File: config.mk
export PLATFORM = sky130hd
export DESIGN_NAME = dram_access_ctrl
export DESIGN_NICKNAME = d
export VERILOG_FILES = /design/src/rtl/dram_access_ctrl.sv
export SDC_FILE = /design/constraint.sdc
export NUM_CORES = 1
export LEC_CHECK = 0
export BUFFER_PORTS_ARGS = -buffer_cell sky130_fd_sc_hd__buf_2
export CORE_MARGIN = 2
export CORE_UTILIZATION = 40
export DETAILED_ROUTE_END_ITERATION = 8
export GPL_TIMING_DRIVEN = 0
export MAX_ROUTING_LAYER = met4
export PLACE_DENSITY = 0.74
export SLEW_MARGIN = 20
export SYNTH_ARGS = -nofsm -noshare
export SYNTH_HDL_FRONTEND = slang
export SYNTH_SLANG_ARGS = --single-unit
File: constraint.sdc
create_clock -name clock -period 8.3 [get_ports clock]
set_clock_uncertainty 0.1 [all_clocks]
set_input_delay 0.83 -clock clock [delete_from_list [all_inputs] [get_ports clock]]
set_output_delay 0.83 -clock clock [all_outputs]
set_load 0.01 [all_outputs]
File: src/rtl/dram_access_ctrl.sv
// rtl/dram_access_ctrl.sv - request/response master for the 256x16 single-port data RAM
module dram_access_ctrl #(
   parameter int ADDR_W = 8,
   parameter int DATA_W = 16,
   parameter int LEN_W  = 4
) (
   input  logic              clock,
   input  logic              resetn,
   input  logic              req_valid,
   output logic              req_ready,
   input  logic              req_we,
   input  logic [ADDR_W-1:0] req_addr,
   input  logic [DATA_W-1:0] req_wdata,
   input  logic [LEN_W-1:0]  req_len,
   output logic              rsp_valid,
   input  logic              rsp_ready,
   output logic [DATA_W-1:0] rsp_data,
   output logic              rsp_last,
   output logic              wr_done,
   output logic              busy,
   output logic [ADDR_W-1:0] mem_address,
   output logic [DATA_W-1:0] mem_data,
   output logic              mem_wren,
   input  logic [DATA_W-1:0] mem_q
);

   typedef enum logic [1:0] {S_IDLE, S_WRITE, S_READ, S_DRAIN} state_t;

   localparam logic [LEN_W:0]  ONE_BEAT = 1;
   localparam logic [ADDR_W-1:0] ADDR_ONE = 1;

   state_t r_state;
   state_t w_next;

   logic [ADDR_W-1:0] r_mem_address;
   logic [DATA_W-1:0] r_mem_data;
   logic              r_mem_wren;
   logic              r_wr_done;
   logic [LEN_W:0]    r_beats_left;
   logic              r_inflight;
   logic              r_inflight_last;

   // two-entry response buffer, head/tail pointers toggle between slots
   logic [DATA_W-1:0] r_buf_data [2];
   logic              r_buf_last [2];
   logic              r_head;
   logic              r_tail;
   logic [1:0]        r_count;

   logic              w_accept;
   logic              w_pop;
   logic              w_push;
   logic              w_issue;
   logic              w_last_issue;
   logic [2:0]        w_room;

   // a word fetched last cycle always lands in the buffer; the issue rule
   // guarantees it has a free slot, counting words still in flight
   assign w_pop        = (r_count != 2'd0) && rsp_ready;
   assign w_push       = r_inflight;
   assign w_room       = {1'b0, r_count} + {2'b00, r_inflight} - {2'b00, w_pop};
   assign w_issue      = (r_state == S_READ) && (r_beats_left != '0) && (w_room < 3'd2);
   assign w_last_issue = w_issue && (r_beats_left == ONE_BEAT);
   assign w_accept     = req_valid && req_ready;

   assign rsp_valid   = (r_count != 2'd0);
   assign rsp_data    = r_buf_data[r_head];
   assign rsp_last    = r_buf_last[r_head];
   assign busy        = (r_state != S_IDLE) || (r_count != 2'd0);
   assign wr_done     = r_wr_done;
   assign mem_address = r_mem_address;
   assign mem_data    = r_mem_data;
   assign mem_wren    = r_mem_wren;

   // state register
   always_ff @(posedge clock or negedge resetn) begin
      if (!resetn) r_state <= S_IDLE;
      else         r_state <= w_next;
   end

   // next-state and request handshake
   always_comb begin
      w_next    = r_state;
      req_ready = 1'b0;
      case (r_state)
         S_IDLE: begin
            req_ready = 1'b1;
            if (req_valid) w_next = req_we ? S_WRITE : S_READ;
         end
         S_WRITE: w_next = S_IDLE;
         S_READ:  if (w_last_issue) w_next = S_DRAIN;
         S_DRAIN: if (w_pop && rsp_last) w_next = S_IDLE;
         default: w_next = S_IDLE;
      endcase
   end

   // RAM port registers, burst counter and in-flight tracking
   always_ff @(posedge clock or negedge resetn) begin
      if (!resetn) begin
         r_mem_address   <= '0;
         r_mem_data      <= '0;
         r_mem_wren      <= 1'b0;
         r_wr_done       <= 1'b0;
         r_beats_left    <= '0;
         r_inflight      <= 1'b0;
         r_inflight_last <= 1'b0;
      end else begin
         r_mem_wren      <= w_accept && req_we;
         r_wr_done       <= (r_state == S_WRITE);
         r_inflight      <= w_issue;
         r_inflight_last <= w_last_issue;
         if (w_accept) begin
            r_mem_address <= req_addr;
            if (req_we) r_mem_data   <= req_wdata;
            else        r_beats_left <= {1'b0, req_len} + ONE_BEAT;
         end else if (w_issue) begin
            r_mem_address <= r_mem_address + ADDR_ONE;
            r_beats_left  <= r_beats_left - ONE_BEAT;
         end
      end
   end

   // response FIFO: push RAM q one cycle after its issue, pop on handshake
   always_ff @(posedge clock or negedge resetn) begin
      if (!resetn) begin
         r_buf_data[0] <= '0;
         r_buf_data[1] <= '0;
         r_buf_last[0] <= 1'b0;
         r_buf_last[1] <= 1'b0;
         r_head        <= 1'b0;
         r_tail        <= 1'b0;
         r_count       <= 2'd0;
      end else begin
         if (w_push) begin
            r_buf_data[r_tail] <= mem_q;
            r_buf_last[r_tail] <= r_inflight_last;
            r_tail             <= ~r_tail;
         end
         if (w_pop) r_head <= ~r_head;
         case ({w_push, w_pop})
            2'b10:   r_count <= r_count + 2'd1;
            2'b01:   r_count <= r_count - 2'd1;
            default: r_count <= r_count;
         endcase
      end
   end

endmodule

Word-level counts from Yosys, hierarchy flattened
Index checks and enable logic that the tools add are counted.

word-level totals
  flip-flop bits (word level) = 73
  latch bits = 0
  bits in writable memories = 0
  memory bits (read-only) = 0
  bits of input ports = 49
  output and inout bits = 46
  word-level logic and storage cells = 82
  memories = 0

operators by class
  $add $sub $neg = 7
  $mul = 0
  divide/modulo/power cells = 0
  magnitude comparators = 4
  equality and inequality tests = 10
  shift operators = 0
  muxes and demuxes = 24
  bitwise operators = 4
  reductions and logical operators = 18

operators with widths
  kind                                                                   number
  16-bit two-way mux                                                     4
  32-bit bitwise mux                                                     1
  16-bit demux with 1-bit select                                         1
  8-bit two-way mux                                                      2
  5-bit two-way mux                                                      3
  8-bit by 1-bit adder with 8-bit output, second input constant          1
  1-bit logical AND                                                      8
  2-bit two-way mux                                                      4
  2-bit != test, second input constant                                   4
  2-bit one-hot mux with 4 select lines                                  1
  2-bit nonzero test                                                     4
  2-bit equality test, second input constant                             3
  4-bit by 1-bit adder with 5-bit output, second input constant          1
  5-bit by 1-bit equality test with 1-bit output, second input constant  1
  1-bit two-way mux                                                      5
  5-bit nonzero test                                                     1
  5-bit by 1-bit subtractor with 5-bit output, second input constant     1
  2-bit by 1-bit equality test with 1-bit output, second input constant  2
  2-bit >= comparator, second input constant                             2
  1-bit NOT with 2-bit output                                            2
  2-bit one-hot mux with 2 select lines                                  1
  2-bit AND reduction                                                    2
  2-bit by 1-bit adder with 3-bit output                                 1
  3-bit by 2-bit < comparator with 1-bit output, second input constant   1
  10 further kinds                                                       11

Logic depth before layout (Yosys ltp)
  word-level depth = 8
  mapped depth = 11
  depth with buffers taken out = 9

Worst setup path after synthesis
Ideal clock, no wire load.

  path type = input to register
  from = in rsp_ready
  to = reg r_mem_address[7], in the netlist mem_address[7]
  setup time = 82 ps
  data arrival time = 2956 ps
  data required time = 8118 ps
  setup slack = 5162 ps
  cell stages on the path = 9
  path buffers = 1
  cell sequence = nand2b_1 -> nor2_1 -> o21ai_0 -> fa_1 -> nand3b_4 -> or3_1 -> clkbuf_2 -> or4_1 -> a31oi_1

between the ends
  cells in the longest elaborated chain, start to end = 5

ends and longest elaborated chain
  item                                           RTL line  source
  start, declared                                16        input logic rsp_ready,
  1-bit logical AND                              59        assign w_pop = (r_count != 2'd0) && rsp_ready;
  3-bit by 1-bit subtractor with 3-bit output    61        assign w_room = {1'b0, r_count} + {2'b00, r_inflight} - {2'b00, w_pop};
  3-bit by 2-bit < comparator with 1-bit output  62        assign w_issue = (r_state == S_READ) && (r_beats_left != '0) && (w_room < 3'd2);
  1-bit logical AND                              62
  2-bit nonzero test (no line)                   n/a
  end signal, assigned                           113       r_mem_address <= req_addr;
  end signal, assigned                           117       r_mem_address <= r_mem_address + ADDR_ONE;
  end, declared                                  35        logic [ADDR_W-1:0] r_mem_address;

Every way passes these cells.
A chain may end at the register's enable or synchronous reset.

Worst setup path after layout
Ends and elaborated chain as after synthesis.

==> results by group <==
Status
  • Outcome: complete, no violations

Floorplan
  • IO Pins: 95
  • Initial core utilization: 41.1%
  • Die ar.: 9160 µm²
  • Core area: 8180 µm²
  • Placement row count: 33
  • Die extent in y: 95.7 µm
  • Die Width: 95.7 µm

GRT
  • Largest net degree at the start of global routing: 42
  • Total GRT Usage: 15.8%
  • GRT overflow: 0
  • Number of global-route vias before repair: 2309
  • First-pass GRT wire length: 10800 µm
  • Initial antenna violation count: 0

Logic synthesis
  • Net Count, Synth: 319
  • #FFs+latches synth: 73
  • Synth top area share: 54.3%
  • Yosys cell types: 44
  • Post-Syn Area: 3360 µm²
  • Primary FF master, synth: dfrtp_1
  • Post-Syn Instances: 264
  • Post-synthesis sequential area ratio: 54.3%
  • Share of flip-flops with an asynchronous set or reset: 100%
  • Post-synth top area cell: dfrtp_1
  • Post-synth EDFFs: 0
  • Synth Area per Inst: 12.7 µm²
  • Largest cells by area after synthesis: dfrtp_1, mux2_2, ha_1
  • Synth Warn #: 0

Drt
  • Post-Route WL: 6760 µm
  • Drt wl/cell: 14.1 µm
  • Drt via density: 5.06
  • Vias after detailed routing: 2429
  • # DRC: 0
  • TritonRoute pass-1 iters: 4
  • Post-DRT Antenna Nets: 0
  • Initial DRC count: 56

Clocking
  • CTS Hold Bufs: 0
  • Post-CTS Setup Inserts: 0
  • Worst-path clk slew: 70 ps
  • CTS tree: yes
  • Worst-Skew Late Latency: 340 ps
  • Num CTS Buffers: 9
  • Clock sinks: 73
  • H-tree levels: 3
  • CTS resizes: 0
  • CTS max path bufs: 2
  • Root Buffer: clkbuf_8

Layout
  • Antenna Cells: 0
  • Fin area: 4180 µm²
  • # nets final: 425
  • Layout filler cell count: 746
  • Share of layout cells above drive strength 1: 49.9%
  • Area grow syn2layout: 24.4%

Placement
  • # port buffers: 94
  • GPL Wtd Cong: 0.741
  • DPL Wire Length: 4950 µm
  • Placed Area: 3990 µm²

Timing
  • Slew Limit Fails: 0
  • Crit share post-route: 37.5%
  • Unrepaired setup endpoints after global routing: false
  • Relative slew slack: 58.7%
  • Final period demand of the worst path: 3110 ps
  • F_max: 0.321 GHz
  • Post-route setup TNS: 0 ps
  • Final Setup Violations: 0
  • Hold_ws: 330 ps
  • Final Hold Fails: 0
  • Worst Tran Pin Value: 617 ps

Min path
  • HP Class: in2async

Power and ir drop
  • Total power draw: 1.43 mW
  • Max VDD drop: 0.164 mV
  • Leakage: 2.01 nW
  • P per Cell Area: 341 nW/µm²

Worst setup path
  • WS Path Type: in2reg
  • CP max FO: 8
  • Crit path DAT: 3260 ps
  • Worst path required time: 8450 ps
  • Worst reg-to-reg path cell count: 9
  • Endpoint type of the worst setup path: register
  • Crit start category: primary input

Run
  • Max Cap Viol: 0
==> placed cells by master, fill, tap and decap left out, types with 3 or more instances in the layout <==
master    synthesis  routed
clkbuf_8          0      10
a31oi_1           4       4
a211oi_1          5       5
dfrtp_1          73      73
nand2b_1          3       3
nand3_1           8       8
nor3_1            5       5
inv_1             6       6
a21oi_1           3       3
buf_2             4      97
nor2_1           14      14
nand2_1          11      11
xnor2_1           5       5
xor2_1            4       4
o21ai_0           6       6
clkbuf_1          5       6
or3_1             3       3
nor2b_1           3       3
mux2_2           67      67
ha_1              5       5
==> path summary, 6_finish.rpt <==
check	slack, ps	startpoint	to
min in group clock	400	mem_data[14]$_DFFE_PN0P_	mem_data[14]$_DFFE_PN0P_
worst max register to register	5310	r_count[1]$_DFFE_PN0P_	mem_address[7]$_DFFE_PN0P_
max in group asynchronous	7200	resetn	r_buf_data[31]$_DFFE_PN0P_
worst min-delay path	330	resetn	mem_data[11]$_DFFE_PN0P_
worst max-delay path	5190	rsp_ready	mem_address[7]$_DFFE_PN0P_
worst min register to register	400	mem_data[14]$_DFFE_PN0P_	mem_data[14]$_DFFE_PN0P_
==> cell families after synthesis <==
family                     share of synthesized area [%]
DFF                                                 54.3
muxes                                               22.7
and+or+nand+nor                                     10.5
AOI/OAI and AO/OA                                   5.25
buffers and inverters                               2.42
xor gates and xnor gates                            2.34
adders and majority gates                           2.46
==> Yosys cell counts (4+ instances only) <==
library cell,n
xnor2_1,5
buf_2,4
a211oi_1,5
xor2_1,4
a31oi_1,4
nand3_1,8
nor2_1,14
mux2_2,67
dfrtp_1,73
inv_1,6
nor3_1,5
clkbuf_1,5
ha_1,5
nand2_1,11
o21ai_0,6
==> layout make-up <==
cell class	count	area, µm²	area share (%)
buffer	13	58.8	1.41
clock buffer	11	141	3.38
clock inverter	5	55.1	1.32
inverter	6	22.5	0.538
multi-input combinational	172	1460	34.8
sequential	73	1830	43.7
tap	105	131	3.14
timing repair buffer	95	493	11.8
==> through the flow <==
stage,util (%),instances,setup WS (ps)
global route,51.2,480,5010
global placement,48.5,463,4900
CTS,51.2,480,5170
finish,51.2,480,5190
floorplan,-,264,5160
detailed placement,48.8,464,4830
==> critical path, cell delays in order <==
cell	delay [ps]
buf_2	110
nand2b_1	70
nor2_1	210
o21ai_0	160
fa_1	570
nand3b_4	90
or3_1	350
clkbuf_2	190
or4_1	510
a31oi_1	160
==> where the power goes <==
group          internal (mW)  switching, mW  total [mW]
Clock                  0.146          0.129       0.275
Combinational          0.311          0.277       0.588
Sequential             0.485         0.0803       0.566
==> sequential cells by signal, indices dropped and copies added (netlist names) <==
signal,flops
r_buf_data,32
mem_data,16
mem_address,8
r_beats_left,5
r_buf_last,2
r_count,2
r_state,2
mem_wren,1
r_head,1
r_inflight,1
r_inflight_last,1
r_tail,1
wr_done,1
==> routing by layer <==
| layer | GRT usage (%) | routed length [µm] |
|---|---|---|
| met1 | 19.9 | 3090 |
| met2 | 24.9 | 3300 |
| met3 | 3.92 | 306 |
| met4 | 5.71 | 70 |
| met5 | - | 0 |
No activity file was read; power rests on OpenSTA's default activity.
